--- src/rtl/vanilla_idiv_seq.sv ---
// -----------------------------------------------------------------------------
// vanilla_idiv_seq
// Sequential integer divider (restoring shift-subtract, one quotient bit per
// cycle) supporting signed/unsigned divide and remainder.
//
// Ports
//   clk_i      : clock
//   reset_n_i  : asynchronous active-low reset
//   v_i        : request valid; accepted when v_i & ready_o
//   ready_o    : high only in IDLE while kill_i is low
//   op_i       : 0=DIV, 1=DIVU, 2=REM, 3=REMU
//   rs1_i      : dividend
//   rs2_i      : divisor
//   rd_i       : destination tag, latched at accept
//   kill_i     : abort in-flight operation (returns to IDLE next edge)
//   v_o        : result valid (DONE state)
//   yumi_i     : result consumed; ignored unless v_o is high
//   result_o   : quotient or remainder per op
//   rd_o       : destination tag of the operation
//
// Configuration macro
//   VANILLA_IDIV_ZERO_FASTPATH_EN : when defined, a divide by zero skips the
//   iteration and sign-fix states and presents its result one cycle after
//   accept. Undefined (default): divide by zero takes the full latency.
// -----------------------------------------------------------------------------
module vanilla_idiv_seq #(
    parameter int width_p        = 32,
    parameter int reg_id_width_p = 5
) (
    input  logic                      clk_i,
    input  logic                      reset_n_i,
    input  logic                      v_i,
    output logic                      ready_o,
    input  logic [1:0]                op_i,
    input  logic [width_p-1:0]        rs1_i,
    input  logic [width_p-1:0]        rs2_i,
    input  logic [reg_id_width_p-1:0] rd_i,
    input  logic                      kill_i,
    output logic                      v_o,
    input  logic                      yumi_i,
    output logic [width_p-1:0]        result_o,
    output logic [reg_id_width_p-1:0] rd_o
);

    localparam int cnt_w_lp = $clog2(width_p) + 1;

    localparam logic [1:0] OP_DIV  = 2'd0;
    localparam logic [1:0] OP_DIVU = 2'd1;
    localparam logic [1:0] OP_REM  = 2'd2;
    localparam logic [1:0] OP_REMU = 2'd3;

    localparam logic [width_p-1:0]        zero_lp      = {width_p{1'b0}};
    localparam logic [width_p-1:0]        ones_lp      = {width_p{1'b1}};
    localparam logic [width_p-1:0]        one_lp       = {{(width_p-1){1'b0}}, 1'b1};
    localparam logic [cnt_w_lp-1:0]       cnt_zero_lp  = {cnt_w_lp{1'b0}};
    localparam logic [cnt_w_lp-1:0]       cnt_one_lp   = {{(cnt_w_lp-1){1'b0}}, 1'b1};
    localparam logic [cnt_w_lp-1:0]       cnt_last_lp  = cnt_w_lp'(width_p - 1);
    localparam logic [reg_id_width_p-1:0] rd_zero_lp   = {reg_id_width_p{1'b0}};

    typedef enum logic [1:0] {
        IDLE = 2'd0,
        CALC = 2'd1,
        FIX  = 2'd2,
        DONE = 2'd3
    } state_e;

    // Pick quotient or remainder according to the operation code.
    function automatic logic [width_p-1:0] sel_result(
        input logic [1:0]         op,
        input logic [width_p-1:0] quo,
        input logic [width_p-1:0] rem
    );
        logic [width_p-1:0] res;
        case (op)
            OP_DIV:  res = quo;
            OP_DIVU: res = quo;
            OP_REM:  res = rem;
            OP_REMU: res = rem;
            default: res = quo;
        endcase
        return res;
    endfunction

    // Two's-complement negate when the flag is set.
    function automatic logic [width_p-1:0] cond_neg(
        input logic               neg,
        input logic [width_p-1:0] val
    );
        logic [width_p-1:0] res;
        if (neg) begin
            res = ~val + one_lp;
        end else begin
            res = val;
        end
        return res;
    endfunction

    state_e                 state_r;
    state_e                 state_nxt_s;
    logic [cnt_w_lp-1:0]    cnt_r;

    // Operand / working registers (not reset; only observed through DONE).
    logic [1:0]             op_r;
    logic                   neg_q_r;
    logic                   neg_rem_r;
    logic                   div_zero_r;
    logic [width_p-1:0]     dividend_r;
    logic [width_p-1:0]     divisor_r;
    logic [width_p-1:0]     quo_r;
    logic [width_p-1:0]     rem_r;

    logic                   accept_s;
    logic                   signed_op_s;
    logic                   fast_zero_s;
    logic [width_p-1:0]     rs1_abs_s;
    logic [width_p-1:0]     rs2_abs_s;
    logic [width_p:0]       rem_shift_s;
    logic                   ge_s;
    logic [width_p-1:0]     diff_s;
    logic [width_p-1:0]     rem_step_s;
    logic [width_p-1:0]     quo_step_s;
    logic [width_p-1:0]     quo_fix_s;
    logic [width_p-1:0]     rem_fix_s;

    assign ready_o     = (state_r == IDLE) && !kill_i;
    assign v_o         = (state_r == DONE);
    assign accept_s    = v_i && ready_o;
    assign signed_op_s = (op_i == OP_DIV) || (op_i == OP_REM);

`ifdef VANILLA_IDIV_ZERO_FASTPATH_EN
    assign fast_zero_s = (rs2_i == zero_lp);
`else
    assign fast_zero_s = 1'b0;
`endif

    // Magnitudes of the incoming operands (signed ops only).
    always_comb begin
        rs1_abs_s = cond_neg(signed_op_s && rs1_i[width_p-1], rs1_i);
        rs2_abs_s = cond_neg(signed_op_s && rs2_i[width_p-1], rs2_i);
    end

    // One restoring step: shift the next dividend bit into the partial
    // remainder and subtract the divisor when it fits. The partial remainder
    // is always below the divisor, so the shifted value needs one extra bit
    // for the compare but the difference fits in width_p bits.
    always_comb begin
        rem_shift_s = {rem_r, quo_r[width_p-1]};
        ge_s        = (rem_shift_s >= {1'b0, divisor_r});
        diff_s      = rem_shift_s[width_p-1:0] - divisor_r;
        if (ge_s) begin
            rem_step_s = diff_s;
        end else begin
            rem_step_s = rem_shift_s[width_p-1:0];
        end
        quo_step_s = {quo_r[width_p-2:0], ge_s};
    end

    // Sign correction; divide by zero bypasses it and returns all-ones
    // quotient and the untouched dividend as remainder.
    always_comb begin
        if (div_zero_r) begin
            quo_fix_s = ones_lp;
            rem_fix_s = dividend_r;
        end else begin
            quo_fix_s = cond_neg(neg_q_r, quo_r);
            rem_fix_s = cond_neg(neg_rem_r, rem_r);
        end
    end

    // Control FSM next-state logic.
    always_comb begin
        state_nxt_s = state_r;
        case (state_r)
            IDLE: begin
                if (accept_s) begin
                    if (fast_zero_s) begin
                        state_nxt_s = DONE;
                    end else begin
                        state_nxt_s = CALC;
                    end
                end else begin
                    state_nxt_s = IDLE;
                end
            end
            CALC: begin
                if (kill_i) begin
                    state_nxt_s = IDLE;
                end else if (cnt_r == cnt_last_lp) begin
                    state_nxt_s = FIX;
                end else begin
                    state_nxt_s = CALC;
                end
            end
            FIX: begin
                if (kill_i) begin
                    state_nxt_s = IDLE;
                end else begin
                    state_nxt_s = DONE;
                end
            end
            DONE: begin
                if (kill_i || yumi_i) begin
                    state_nxt_s = IDLE;
                end else begin
                    state_nxt_s = DONE;
                end
            end
            default: begin
                state_nxt_s = IDLE;
            end
        endcase
    end

    // State, iteration counter and registered outputs.
    always_ff @(posedge clk_i or negedge reset_n_i) begin
        if (!reset_n_i) begin
            state_r  <= IDLE;
            cnt_r    <= cnt_zero_lp;
            result_o <= zero_lp;
            rd_o     <= rd_zero_lp;
        end else begin
            state_r <= state_nxt_s;
            // Counter only advances while iterating; cleared everywhere else,
            // which also clears it on accept.
            if ((state_r == CALC) && (state_nxt_s == CALC)) begin
                cnt_r <= cnt_r + cnt_one_lp;
            end else begin
                cnt_r <= cnt_zero_lp;
            end
            if (accept_s) begin
                rd_o <= rd_i;
            end
            if ((state_r == FIX) && !kill_i) begin
                result_o <= sel_result(op_r, quo_fix_s, rem_fix_s);
            end else if (accept_s && fast_zero_s) begin
                result_o <= sel_result(op_i, ones_lp, rs1_i);
            end
        end
    end

    // Operand capture at accept and shift-subtract iteration in CALC.
    always_ff @(posedge clk_i) begin
        if (accept_s) begin
            op_r       <= op_i;
            dividend_r <= rs1_i;
            divisor_r  <= rs2_abs_s;
            quo_r      <= rs1_abs_s;
            rem_r      <= zero_lp;
            neg_q_r    <= signed_op_s && (rs1_i[width_p-1] ^ rs2_i[width_p-1]);
            neg_rem_r  <= signed_op_s && rs1_i[width_p-1];
            div_zero_r <= (rs2_i == zero_lp);
        end else if (state_r == CALC) begin
            quo_r <= quo_step_s;
            rem_r <= rem_step_s;
        end
    end

endmodule

--- config.mk ---
export PLATFORM = sky130hd
export DESIGN_NAME = vanilla_idiv_seq
export DESIGN_NICKNAME = d
export VERILOG_FILES = /design/src/rtl/vanilla_idiv_seq.sv
export SDC_FILE = /design/constraint.sdc
export NUM_CORES = 1
export LEC_CHECK = 0
export CORE_MARGIN = 2
export CORE_UTILIZATION = 30
export DETAILED_ROUTE_END_ITERATION = 8
export PLACE_DENSITY = 0.6
export SLEW_MARGIN = 10
export SYNTH_ARGS = -nofsm -noshare
export SYNTH_HDL_FRONTEND = slang
export SYNTH_SLANG_ARGS = --single-unit
--- constraint.sdc ---
create_clock -name clk_i -period 12 [get_ports clk_i]
set_clock_uncertainty 0.15 [all_clocks]
set_input_delay 1.8 -clock clk_i [delete_from_list [all_inputs] [get_ports clk_i]]
set_output_delay 1.8 -clock clk_i [all_outputs]
set_load 0.05 [all_outputs]
Yosys cells after proc, flatten, opt, wreduce, memory -nomap -nowiden
Cells that the tools add are included.
{"block": "classes", "n_addsub": 6, "order_cmp": 1, "n_eq_ne": 9, "n_mux": 17, "bitwise_logic": 5, "n_reduce_logical": 17}
{"cell": "two-way mux 32 bit", "n": 9}
{"cell": "adder 32 x 1 -> 32 bit (second input constant)", "n": 4}
{"cell": "NOT 32 bit", "n": 4}
{"cell": "case mux 32 bit (2 select lines)", "n": 1}
{"cell": ">= comparator 33 x 32 -> 1 bit", "n": 1}
{"cell": "logical NOT 32 bit", "n": 1}
{"cell": "subtractor 32 bit", "n": 1}
{"cell": "== test 2 bit (second input constant)", "n": 5}
{"cell": "two-way mux 2 bit", "n": 4}
{"cell": "case mux 2 bit (4 select lines)", "n": 1}
{"cell": "logical AND 1 bit", "n": 7}
{"cell": "adder 6 x 1 -> 6 bit (second input constant)", "n": 1}
{"cell": "== test 2 x 1 -> 1 bit (second input constant)", "n": 3}
{"cell": "== test 6 x 5 -> 1 bit (second input constant)", "n": 1}
{"cell": "logical NOT 2 bit", "n": 3}
{"cell": "two-way mux 6 bit", "n": 1}
{"cell": "OR reduction 2 bit", "n": 2}
{"cell": "logical OR 1 bit", "n": 2}
{"cell": "nonzero test 2 bit", "n": 1}
{"cell": "logical NOT 1 bit", "n": 1}
{"cell": "two-way mux 1 bit", "n": 1}
{"cell": "XOR 1 bit", "n": 1}
{"block": "totals", "register_bits": 178, "input_bits": 76, "output_inout_bits": 39, "elab_cells": 67}

Depth between registers and ports, before layout
Gate-level depths: netlist of the first run.
{"block": "logic_depth", "word_depth": 8, "ltp_mapped": 14, "depth_no_buf": 12}

Least setup slack after synthesis of the first run
OpenSTA, ideal clock, no wires.
{"block": "synth_path", "path_type": "input to register", "from": "in kill_i", "to": "reg quo_r[0] (data pin)", "setup_time_ns": 0.355, "arrival_ns": 5.609, "t_required_ns": 11.495, "setup_slack_ns": 5.886, "stages": 6, "n_path_buf": 2, "cell_sequence": "nor3_1 nand2_1 clkbuf_1 inv_1 clkbuf_1 a21oi_1"}
{"block": "synth_between", "elab_chain_len": 4}
{"item": "start, declared", "line": "38", "text": "input logic kill_i,"}
{"item": "logical NOT 1 bit", "line": "125", "text": "assign ready_o = (state_r == IDLE) && !kill_i;"}
{"item": "logical AND 1 bit", "line": "125"}
{"item": "logical AND 1 bit", "line": "127", "text": "assign accept_s = v_i && ready_o;"}
{"item": "named net accept_s", "line": "112", "text": "logic accept_s;"}
{"item": "two-way mux 32 bit", "line": "243", "text": "if (accept_s) begin"}
{"item": "end signal, assigned", "line": "247", "text": "quo_r <= rs1_abs_s;"}
{"item": "end signal, assigned", "line": "253", "text": "quo_r <= quo_step_s;"}
{"item": "end, declared", "line": "109", "text": "logic [width_p-1:0] quo_r;"}
The timed path passes the listed nets, and every way through them passes these cells.
A chain may end at the register's enable or synchronous reset.

Worst setup path after layout of the first run
{"block": "layout_path", "from": "in kill_i", "to": "out ready_o"}
{"block": "layout_between", "elab_chain_len": 2}
{"item": "logical NOT 1 bit", "line": "125"}
{"item": "logical AND 1 bit", "line": "125"}
{"item": "end, declared", "line": "33", "text": "output logic ready_o,"}
Every way passes these cells.

==> results of run 1 <==
synth_stat cells (4+ instances only):
master and count:
o31ai_1 29, xnor2_1 91, dfrtp_1 45, edfxtp_1 100, nand4_1 10, mux2i_1 35, nand2b_1 12, a221oi_1 6
nand3_1 13, ha_1 37, o21ai_0 103, nor2b_1 8, a21o_1 21, nor2_1 64, buf_1 7, o221ai_1 9
a21oi_1 60, a31oi_1 9, and3_1 9, o41ai_1 15, dfxtp_1 32, o21a_1 5, nor3_1 21, clkbuf_1 42
nor4_1 8, or3_1 9, xor2_1 57, o211ai_1 8, inv_1 50, nand2_1 173, a211oi_1 6, a22o_1 4
o22ai_1 15, o21ai_1 24, or4_1 14
layout make-up:
class,instances,area [sq um]
clock buffer,19,464
timing repair buffer,128,1240
clock inverter,13,134
sequential,177,4770
inverter,50,189
fill,3739,23200
multi-input combinational,922,6020
tap,468,586
how the worst min path moves through the flow:
stage               depth (start not counted)  slack (ns)  endpoint  startpoint
floorplan                                   1        0.28  cnt_r[0]    cnt_r[0]
global placement                            1        0.30  cnt_r[0]    cnt_r[0]
detailed placement                          1        0.31  cnt_r[0]    cnt_r[0]
CTS                                         1        0.32  cnt_r[0]    cnt_r[0]
global route                                1        0.35  cnt_r[0]    cnt_r[0]
finish                                      1        0.31  cnt_r[0]    cnt_r[0]
power by group through the flow:
stage / clock [mW] / combinational, mW / sequential, mW
final: 0.571 / 0.809 / 0.829
after global routing: 0.605 / 0.902 / 0.842
after CTS: 0.582 / 0.812 / 0.830
after detailed placement: 0 / 0.804 / 0.843
after global placement: 0 / 0.794 / 0.842
after floorplan: 0 / 0.599 / 0.812
worst reg2reg max path, delay by kind of cell, from the launching register on:
| kind | cells | cell delay [ns] |
|---|---|---|
| AOI/OAI and AO/OA | 6 | 2.00 |
| adders and majority gates | 1 | 0.42 |
| buffers and inverters | 1 | 0.49 |
| DFF | 1 | 0.40 |
| muxes | 1 | 0.40 |
| and+or+nand+nor | 2 | 0.35 |
kinds of logic after synthesis:
kind of cell / count (synthesis) / synth area share
mux: 37 / 0.0334
flops: 177 / 0.427
xor+xnor: 148 / 0.116
buf+inv: 104 / 0.0363
compound gates: 338 / 0.193
fa+ha+maj: 38 / 0.0432
simple gates: 361 / 0.151
stage by stage:
step / instance area (sq um) / instances / hold WS [ns] / setup WS [ns]
floorplan: 11200 / 1203 / 0.283 / 5.89
global placement: 12800 / 1745 / 0.297 / 6.62
finish: 13400 / 1777 / 0.310 / 6.63
detailed placement: 12800 / 1745 / 0.307 / 6.55
global route: 13400 / 1777 / 0.349 / 6.53
CTS: 13400 / 1777 / 0.317 / 6.63
cells in the final DEF, fill, tap and decap left out, types with 6 or more instances in the layout:
cell type	netlist	layout
a211oi_1	6	6
a21o_1	21	21
a21oi_1	60	60
a221oi_1	6	6
a31oi_1	9	9
and3_1	9	9
buf_4	1	14
clkbuf_16	0	18
clkdlybuf4s50_1	0	113
dfrtp_1	45	45
dfxtp_1	32	32
edfxtp_1	100	100
ha_1	37	37
inv_1	50	49
mux2i_1	35	35
nand2_1	173	171
nand2b_1	12	12
nand3_1	13	13
nand4_1	10	10
nor2_1	64	64
nor2b_1	8	8
nor3_1	21	21
nor4_1	8	8
o211ai_1	8	8
o21ai_0	103	103
o21ai_1	24	24
o221ai_1	9	9
o22ai_1	15	15
o31ai_1	29	28
o41ai_1	15	15
or3_1	9	9
or4_1	14	14
xnor2_1	91	91
xor2_1	57	57
flip-flops by register name, indices dropped and copies added, names as in the netlist:
| signal | count |
|---|---|
| neg_q_r | 1 |
| result_o | 32 |
| quo_r | 32 |
| rem_r | 32 |
| op_r | 1 |
| rd_o | 5 |
| state_r | 2 |
| div_zero_r | 1 |
| divisor_r | 32 |
| cnt_r | 6 |
| dividend_r | 32 |
| neg_rem_r | 1 |
routing by layer:
metal	global-route usage	up-vias	share of wire	wire, um
met5	0	-	0	0
met4	0.0629	0	0.027	841
li1	-	4568	-	-
met3	0.0192	38	0.028	861
met2	0.289	159	0.51	15500
met1	0.197	4400	0.44	13400
==> summary.md, run 1 <==
| Metric | Value |
|---|---|
| Outcome | finished, final reports clean |
| Initial Utilization | 0.305 |
| Sequential-to-total area share from yosys stat | 0.427 |
| Iter 0 DRT Violations | 577 |
| Post-synth top area share | 0.269 |
| NetSw | approximately 0.84 mW |
| Critical Path Sink Type | primary output |
| Synth Instances | 1203 |
| DRC Markers | 0 |
| Root Driver | clkbuf_16 |
| Power Internal | approximately 1.4 mW |
| Reg2reg start | rem_r[6] |
| Worst-path cell chain | clkdlybuf4s50_1, nor3_1, clkdlybuf4s50_1 |
| Vias in the first global route | a little over 9k |
| First-pass GRT wire length | 48.9 mm |
| Die width | between 150 and 200 um |
| Core Box Area | ~37000 sq um |
| Critical path arrival | between 3 and 4 ns |
| Yosys reg bits | 177 |
| Routed WL | between 30 and 40 mm |
| Grt ovf | 0 |
| Top area cells in the synthesized netlist | edfxtp_1 (27%), dfrtp_1 (10%), xnor2_1 (7.1%), nand2_1 (5.8%), dfxtp_1 (5.7%) |
| Max Cap Violations | 0 |
| Power share of the clock group | 0.258 |
| Clock sinks | around 180 |
| Die Span Y | approximately 200 um |
| Worst Setup SP | kill_i |
| Final Hold Fails | 0 |
| TritonCTS Buffers | 17 |
| Worst EP required | 10.05 ns |
| YS warnings | 0 |
| Slew Limit Fails | 0 |
| Count of cell types in the netlist | 67 |
| Worst slew margin | 0.173 |
| Reg2reg end | rem_r[0] |
| I/O pins | roughly 120 |
| Levels on crit path | 3 |
| EDFF count, synth | 100 |
| Mapped Area | between 10000 and 15000 sq um |
| R2R setup slack | roughly 7.7 ns |
| CTS Buffer Depth | 2 |
| Yosys top cell by area | edfxtp_1 |
| Comb power frac | 0.366 |
| First-pass DRT Iterations | 5 |
| Worst vdd ir | roughly 110 uV |
| Clock latency on the worst-skew pair | roughly 0.45 ns |
| Post-Route Setup TNS | 0 ns |
| Final net count | between 1k and 1.5k |
| Sw Share | 0.382 |
| Via-to-Cell Ratio | 5.16 |
| CP most frequent cell | clkdlybuf4s50_1 |
| I/O Buffers | 114 |
| Post-synth top flop | edfxtp_1 |
| Post-CTS setup buffer count | 0 |
| Initial antenna violation count | 0 |
| CP max-delay cell | clkdlybuf4s50_1 |
| Critical path fanouts, max | 5 |
| Hold Path Class | flop to flop |
| Asr flop ratio synth | 0.254 |
| Crit path buf inv count | 2 |
| Post-DP HPWL | between 20 and 25 mm |
| ANT cells | 0 |
| Rows | 70 |
| Vias post-DR | between 9k and 10k |
| Htree depth | 4 |
| Pin count of the biggest net entering global routing | between 70 and 80 |
| Total track usage | 0.161 |
| CTS tree | done |
| Period Utilization, post-route | 0.448 |
| Worst-margin pin slew | around 1.2 ns |
| CP Class | input pin to primary output |
| Unrepaired setup endpoints after global routing | false |
| Leak | a little over 5 nW |
| Gp weighted congestion | roughly 0.84 |
| Flop pwr share | 0.375 |
| Tmin final | 5.37 ns |
| Fin util | 0.366 |
| CP peak stage delay | roughly 0.87 ns |
| Max Freq | ~0.19 GHz |
| CP endpoint | ready_o |
| Avg Inst Size Synth | between 9 and 10 sq um |
| Worst r2r path cells | 11 |
| Startpoint types | input pin |
| Clock slew at reported path FFs | around 0.070 ns |
| # setup viols final | 0 |
| Synth-to-Final Area Change | 19.9% |
| Post-DR wirelength/cell | approximately 17 um |
| Layout cells sized above 1 | 0.0550 |
| Delay-heaviest family, CP | buffers and inverters |
| Antenna Nets Post-Route | 0 |
| Final total power | between 2 and 2.5 mW |
| Die area | between 30000 and 40000 sq um |
| Syn Nets | 1317 |
| Post-CTS sizing | 0 |
| Pwr Density | between 150 and 200 nW/um^2 |
| Hold buffers post-CTS | 0 |
No activity file was read; power rests on OpenSTA's default activity.
==> inputs of run 2 (changes only) <==
- clock period: 12 -> 5.11 ns (I/O delays scaled with it)
==> summary.md, run 2 (same netlist as run 1, synthesis figures left out) <==
| Metric | Value |
|---|---|
| CP endpoint | rem_r[9] |
| Wire length on met3 | 954 um (+11%) |
| Grt ovf | 0 (unchanged) |
| Worst Setup SP | rem_r[3] |
| Metal2 WL | 15.4 mm (-0.84%) |
| Post-DP HPWL | 23.1 mm (+1.4%) |
| Worst-margin pin slew | 1.23 ns (-0.00889 ns) |
| Fin util | 0.366 (about the same) |
| Final Hold Fails | 0 (unchanged) |
| Post-CTS setup buffer count | 0 (unchanged) |
| Post-CTS sizing | 0 (unchanged) |
| Most frequent cells in the layout | nand2_1 (171), clkdlybuf4s50_1 (113), o21ai_0 (103), edfxtp_1 (100), xnor2_1 (91) |
| Top layer in use | met4 |
| CTS tree | done |
| Worst slew margin | 0.179 (+0.00593) |
| Startpoint types | flop |
| Layout cells sized above 1 | 0.0564 (+0.00140) |
| Critical Path Sink Type | flop |
| First-pass GRT wire length | 49.3 mm (+0.80%) |
| R2R setup slack | 1.15 ns (-6.53 ns) |
| ANT cells | 0 (unchanged) |
| Core Box Area | 36600 sq um (unchanged) |
| Post-Route Setup TNS | 0 ns (unchanged) |
| Critical path arrival | 4.08 ns (+0.66 ns) |
| Reg2reg start | rem_r[3] |
| I/O pins | 115 (unchanged) |
| CTS Buffer Depth | 2 (unchanged) |
| Pwr Density | 387 nW/um^2 (+130%) |
| WHS | 0.264 ns (-0.0466 ns) |
| Slew Limit Fails | 0 (unchanged) |
| Synth-to-Final Area Change | 20.0% (about the same) |
| Pin count of the biggest net entering global routing | 79 (unchanged) |
| Clock slew at reported path FFs | 0.07 ns (about the same) |
| Flop pwr share | 0.376 (about the same) |
| Total track usage | 0.163 (+0.00160) |
| Gp weighted congestion | 0.835 (-0.58%) |
| Sw Share | 0.374 (-0.00768) |
| Die Span Y | 197 um (unchanged) |
| Leak | 5.20 nW (+0.13%) |
| DRC Markers | 0 (unchanged) |
| Worst vdd ir | 259 uV (+130%) |
| Outcome | finished, final reports clean |
| Initial Utilization | 0.305 (unchanged) |
| Max Cap Violations | 0 (unchanged) |
| Comb power frac | 0.366 (about the same) |
| Vias post-DR | 9177 (+0.13%) |
| Via-to-Cell Ratio | 5.16 (about the same) |
| Die area | 38800 sq um (unchanged) |
| Met1 Wirelength | 13.6 mm (+1.5%) |
| Rows | 70 (unchanged) |
| Die width | 197 um (unchanged) |
| Tmin final | 3.96 ns |
| TritonCTS Buffers | 17 (unchanged) |
| Iter 0 DRT Violations | 620 (+7.5%) |
| Worst r2r path cells | 11 (unchanged) |
| Routed WL | 30.9 mm (+0.58%) |
| Period Utilization, post-route | 0.775 |
| Clock latency on the worst-skew pair | 0.45 ns (about the same) |
| Hold buffers post-CTS | 0 (unchanged) |
| Hold Path Class | input pin to asynchronous set/reset pin |
| Antenna Nets Post-Route | 0 (unchanged) |
| Htree depth | 4 (unchanged) |
| Final total power | 5.19 mW (+140%) |
| Critical path fanouts, max | 16 (+11) |
| Power Internal | 3.25 mW (+140%) |
| Vias in the first global route | 8970 (-0.95%) |
| Unrepaired setup endpoints after global routing | false |
| Reg2reg end | rem_r[9] |
| Clock sinks | 177 (unchanged) |
| Power share of the clock group | 0.258 (about the same) |
| Final net count | 1413 (+0.21%) |
| # setup viols final | 0 (unchanged) |
| Max Freq | between 0.2 and 0.3 GHz |
| Post-DR wirelength/cell | 17.3 um (+0.41%) |
| CP Class | flop to flop |
| I/O Buffers | 114 (unchanged) |
| NetSw | 1.94 mW (+130%) |
| Fill cells | 3754 (+0.40%) |
| First-pass DRT Iterations | 5 (unchanged) |
| Worst EP required | 5.23 ns (-4.82 ns) |
| Root Driver | clkbuf_16 |
| Commonest non-fill, non-tap cell in the layout | nand2_1 |
| Initial antenna violation count | 0 (unchanged) |
==> run 2: per-layer routing <==
layer	up-vias	GRT usage
met4	0	0.0593
met2	181	0.287
met3	44	0.0246
met1	4378	0.202
li1	4574	-
met5	-	0
==> run 2: worst max-delay path, stage by stage, from the launching register on <==
cell      delay [ns]
dfxtp_1         0.42
ha_1            0.39
nand3_1         0.11
o21bai_1        0.19
a21oi_1         0.21
o211ai_1        0.23
a211oi_2        0.49
a21oi_1         0.25
o31ai_4         0.62
buf_4           0.40
mux2i_1         0.22
o21ai_0         0.10
==> run 2: worst min path at each step <==
stage | end | from | slack, ns
2_1_floorplan | cnt_r[0] | cnt_r[0] | 0.28
3_3_place_gp | cnt_r[0] | cnt_r[0] | 0.30
3_5_place_dp | cnt_r[0] | cnt_r[0] | 0.31
4_1_cts | result_o[4] | reset_n_i | 0.28
5_1_grt | rd_o[1] | reset_n_i | 0.30
6_report | cnt_r[2] | reset_n_i | 0.26
==> run 2: power by group through the flow <==
stage / Combinational [mW] / Sequential (mW) / Clock (mW)
6_report: 1.90 / 1.95 / 1.34
5_1_grt: 2.13 / 1.98 / 1.43
4_1_cts: 1.91 / 1.95 / 1.37
3_5_place_dp: 1.89 / 1.98 / 0
3_3_place_gp: 1.87 / 1.98 / 0
2_1_floorplan: 1.41 / 1.91 / 0
==> run 2: cell type report <==
class / count / area [sq um] / area share
inverters: 50 / 189 / 0.0141
well taps: 468 / 586 / 0.0437
clock buffers: 18 / 429 / 0.0320
clock inverters: 14 / 153 / 0.0114
flip-flops and latches: 177 / 4770 / 0.356
multi-input cells: 922 / 6020 / 0.449
repair buffers: 131 / 1260 / 0.0943
==> run 2: metrics by stage <==
| step | cells | worst slack [ns] | instance area, sq um |
|---|---|---|---|
| CTS | 1780 | 1.15 | 13400 |
| floorplan | 1203 | 0.0291 | 11200 |
| finish | 1780 | 1.15 | 13400 |
| global placement | 1748 | 0.897 | 12800 |
| global route | 1780 | 0.852 | 13400 |
| detailed placement | 1748 | 0.858 | 12800 |
==> inputs of run 3 (changes only) <==
- PLACE_DENSITY: 0.6 -> 0.61
- clock period: 5.11 -> 3.6 ns (I/O delays scaled with it)
==> summary.md, run 3 (same netlist as run 1, synthesis figures left out) <==
| Metric | Value |
|---|---|
| # setup viols final | 0 (unchanged) |
| Die width | 197 um (unchanged) |
| Most frequent cells in the layout | nand2_1 (171), clkdlybuf4s50_1 (113), o21ai_0 (103), edfxtp_1 (100), xnor2_1 (91) |
| Post-DR wirelength/cell | 17.0 um (-1.7%) |
| Outcome | finished, final reports clean |
| Placed cell area | 13400 sq um (+4.8%) |
| Fill cells | 3608 (-3.9%) |
| Worst EP required | 3.78 ns (-1.45 ns) |
| Initial Utilization | 0.305 (unchanged) |
| Reg2reg end | result_o[23] |
| TritonCTS Buffers | 17 (unchanged) |
| Clock latency on the worst-skew pair | 0.46 ns (about the same) |
| Max Freq | 0.294 GHz (+16%) |
| R2R setup slack | 0.20 ns (-0.95 ns) |
| Worst r2r path cells | 10 (-1) |
| First-pass DRT Iterations | 5 (unchanged) |
| Pwr Density | 548 nW/um^2 (+41%) |
| Root Driver | clkbuf_16 |
| Leak | 5.60 nW (+7.6%) |
| Comb power frac | 0.407 (+0.041) |
| Post-Route Setup TNS | 0 ns (unchanged) |
| Power share of the clock group | 0.253 (-0.005) |
| CP Class | flop to flop |
| Post-CTS sizing | 0 (unchanged) |
| WHS | 0.0242 ns (-0.239 ns) |
| Worst-margin pin slew | 0.884 ns (-0.347 ns) |
| ANT cells | 0 (unchanged) |
| Via-to-Cell Ratio | 5.12 (-0.71%) |
| DRC Markers | 0 (unchanged) |
| CP endpoint | result_o[23] |
| I/O Buffers | 114 (unchanged) |
| Post-DP HPWL | 23.9 mm (+3.4%) |
| Critical path arrival | 3.59 ns (-0.49 ns) |
| Grt ovf | 0 (unchanged) |
| I/O pins | 115 (unchanged) |
| Antenna Nets Post-Route | 0 (unchanged) |
| Vias in the first global route | 9562 (+6.6%) |
| Synth-to-Final Area Change | 26.0% |
| Power Internal | 4.76 mW (+47%) |
| Final net count | 1486 (+5.2%) |
| Rows | 70 (unchanged) |
| Total track usage | 0.168 (+0.00455) |
| Hold buffers post-CTS | 0 (unchanged) |
| Worst Setup SP | quo_r[9] |
| Iter 0 DRT Violations | 610 (-1.6%) |
| CTS tree | done |
| Startpoint types | flop |
| Tmin final | 3.40 ns (-0.560 ns) |
| Pin count of the biggest net entering global routing | 79 (unchanged) |
| Slew Limit Fails | 0 (unchanged) |
| Hold Path Class | input pin to asynchronous set/reset pin |
| Reg2reg start | quo_r[9] |
| Routed WL | 31.6 mm (+2.3%) |
| Gp weighted congestion | 0.855 (+2.4%) |
| CTS Buffer Depth | 2 (unchanged) |
| Unrepaired setup endpoints after global routing | false |
| Initial antenna violation count | 0 (unchanged) |
| Layout cells sized above 1 | 0.109 (+0.0526) |
| Htree depth | 4 (unchanged) |
| Commonest non-fill, non-tap cell in the layout | nand2_1 |
| Post-route insts no fill | 1853 (+4.1%) |
| Fin util | 0.385 (+0.0184) |
| First-pass GRT wire length | 51.0 mm (+3.4%) |
| Sw Share | 0.382 (+0.00828) |
| Flop pwr share | 0.341 (-0.035) |
| Clock slew at reported path FFs | 0.09 ns (+0.02 ns) |
| NetSw | 2.95 mW (+52%) |
| Clock sinks | 177 (unchanged) |
| Period Utilization, post-route | 0.945 (+0.170) |
| Core Box Area | 36600 sq um (unchanged) |
| Max Cap Violations | 0 (unchanged) |
| Final Hold Fails | 0 (unchanged) |
| Critical path fanouts, max | 4 (-12) |
| Vias post-DR | 9486 (+3.4%) |
| Die area | 38800 sq um (unchanged) |
| Worst slew margin | 0.408 (+0.229) |
| Critical Path Sink Type | flop |
| Placed cells | 1821 (+4.2%) |
| Design Area, Final | 14100 sq um (+5.0%) |
| Die Span Y | 197 um (unchanged) |
| Worst vdd ir | 352 uV (+36%) |
| Post-CTS setup buffer count | 0 (unchanged) |
run 3: changes by cell type in the layout (fill, tap and decap cells not counted), moves of 2 or more:
cell       previous run  this run
buf_4                17        85
clkinv_8              0         7
buf_12                0         5
clkinv_2              4         1
bufinv_16             2         0
inv_12                0         2
run 3: worst max-delay path, cell delays in order (launching register included):
cell,delay (ns)
edfxtp_1,0.44
or4_4,0.58
or4_4,0.43
or3_4,0.39
or4_4,0.48
buf_4,0.19
o41ai_4,0.22
xor2_1,0.19
nand2_1,0.08
o221ai_2,0.06
o21ai_2,0.06
run 3: final cells by class:
cell class / instances / area (sq um) / area share
inverter: 50 / 189 / 0.0134
timing repair buffer: 204 / 1870 / 0.133
clock inverter: 15 / 204 / 0.0145
tap: 468 / 586 / 0.0416
sequential: 177 / 4770 / 0.339
multi-input combinational: 922 / 6030 / 0.428
clock buffer: 17 / 425 / 0.0302
run 3: routing by layer:
metal,GRT usage,vias to the layer above,routed length [um],part of all wire
met5,0,-,0,0
met4,0.0718,0,1100,0.035
met3,0.0224,57,1100,0.035
met2,0.293,190,15700,0.50
met1,0.207,4529,13700,0.43
li1,-,4710,-,-
run 3: worst min path at each step:
stage               startpoint  endpoint  slack (ns)
floorplan            reset_n_i  cnt_r[0]        0.09
global placement      cnt_r[0]  cnt_r[0]        0.30
detailed placement    cnt_r[0]  cnt_r[0]        0.31
CTS                  reset_n_i  cnt_r[5]        0.03
global route         reset_n_i  cnt_r[5]        0.08
finish               reset_n_i  cnt_r[5]        0.02
run 3: power by group through the flow:
stage	registers [mW]	clock network, mW	logic, mW
2_1_floorplan	2.70	0	2.00
3_3_place_gp	2.66	0	3.07
3_5_place_dp	2.67	0	3.11
4_1_cts	2.63	1.99	3.13
5_1_grt	2.65	2.06	3.49
6_report	2.63	1.95	3.14
run 3: through the flow:
| stage | power [mW] | worst slack (ns) |
|---|---|---|
| after floorplan | 4.70 | 0.348 |
| after global placement | 5.73 | -0.178 |
| after detailed placement | 5.78 | -0.205 |
| after CTS | 7.74 | 0.191 |
| after global routing | 8.21 | 0.00890 |
| final | 7.71 | 0.199 |
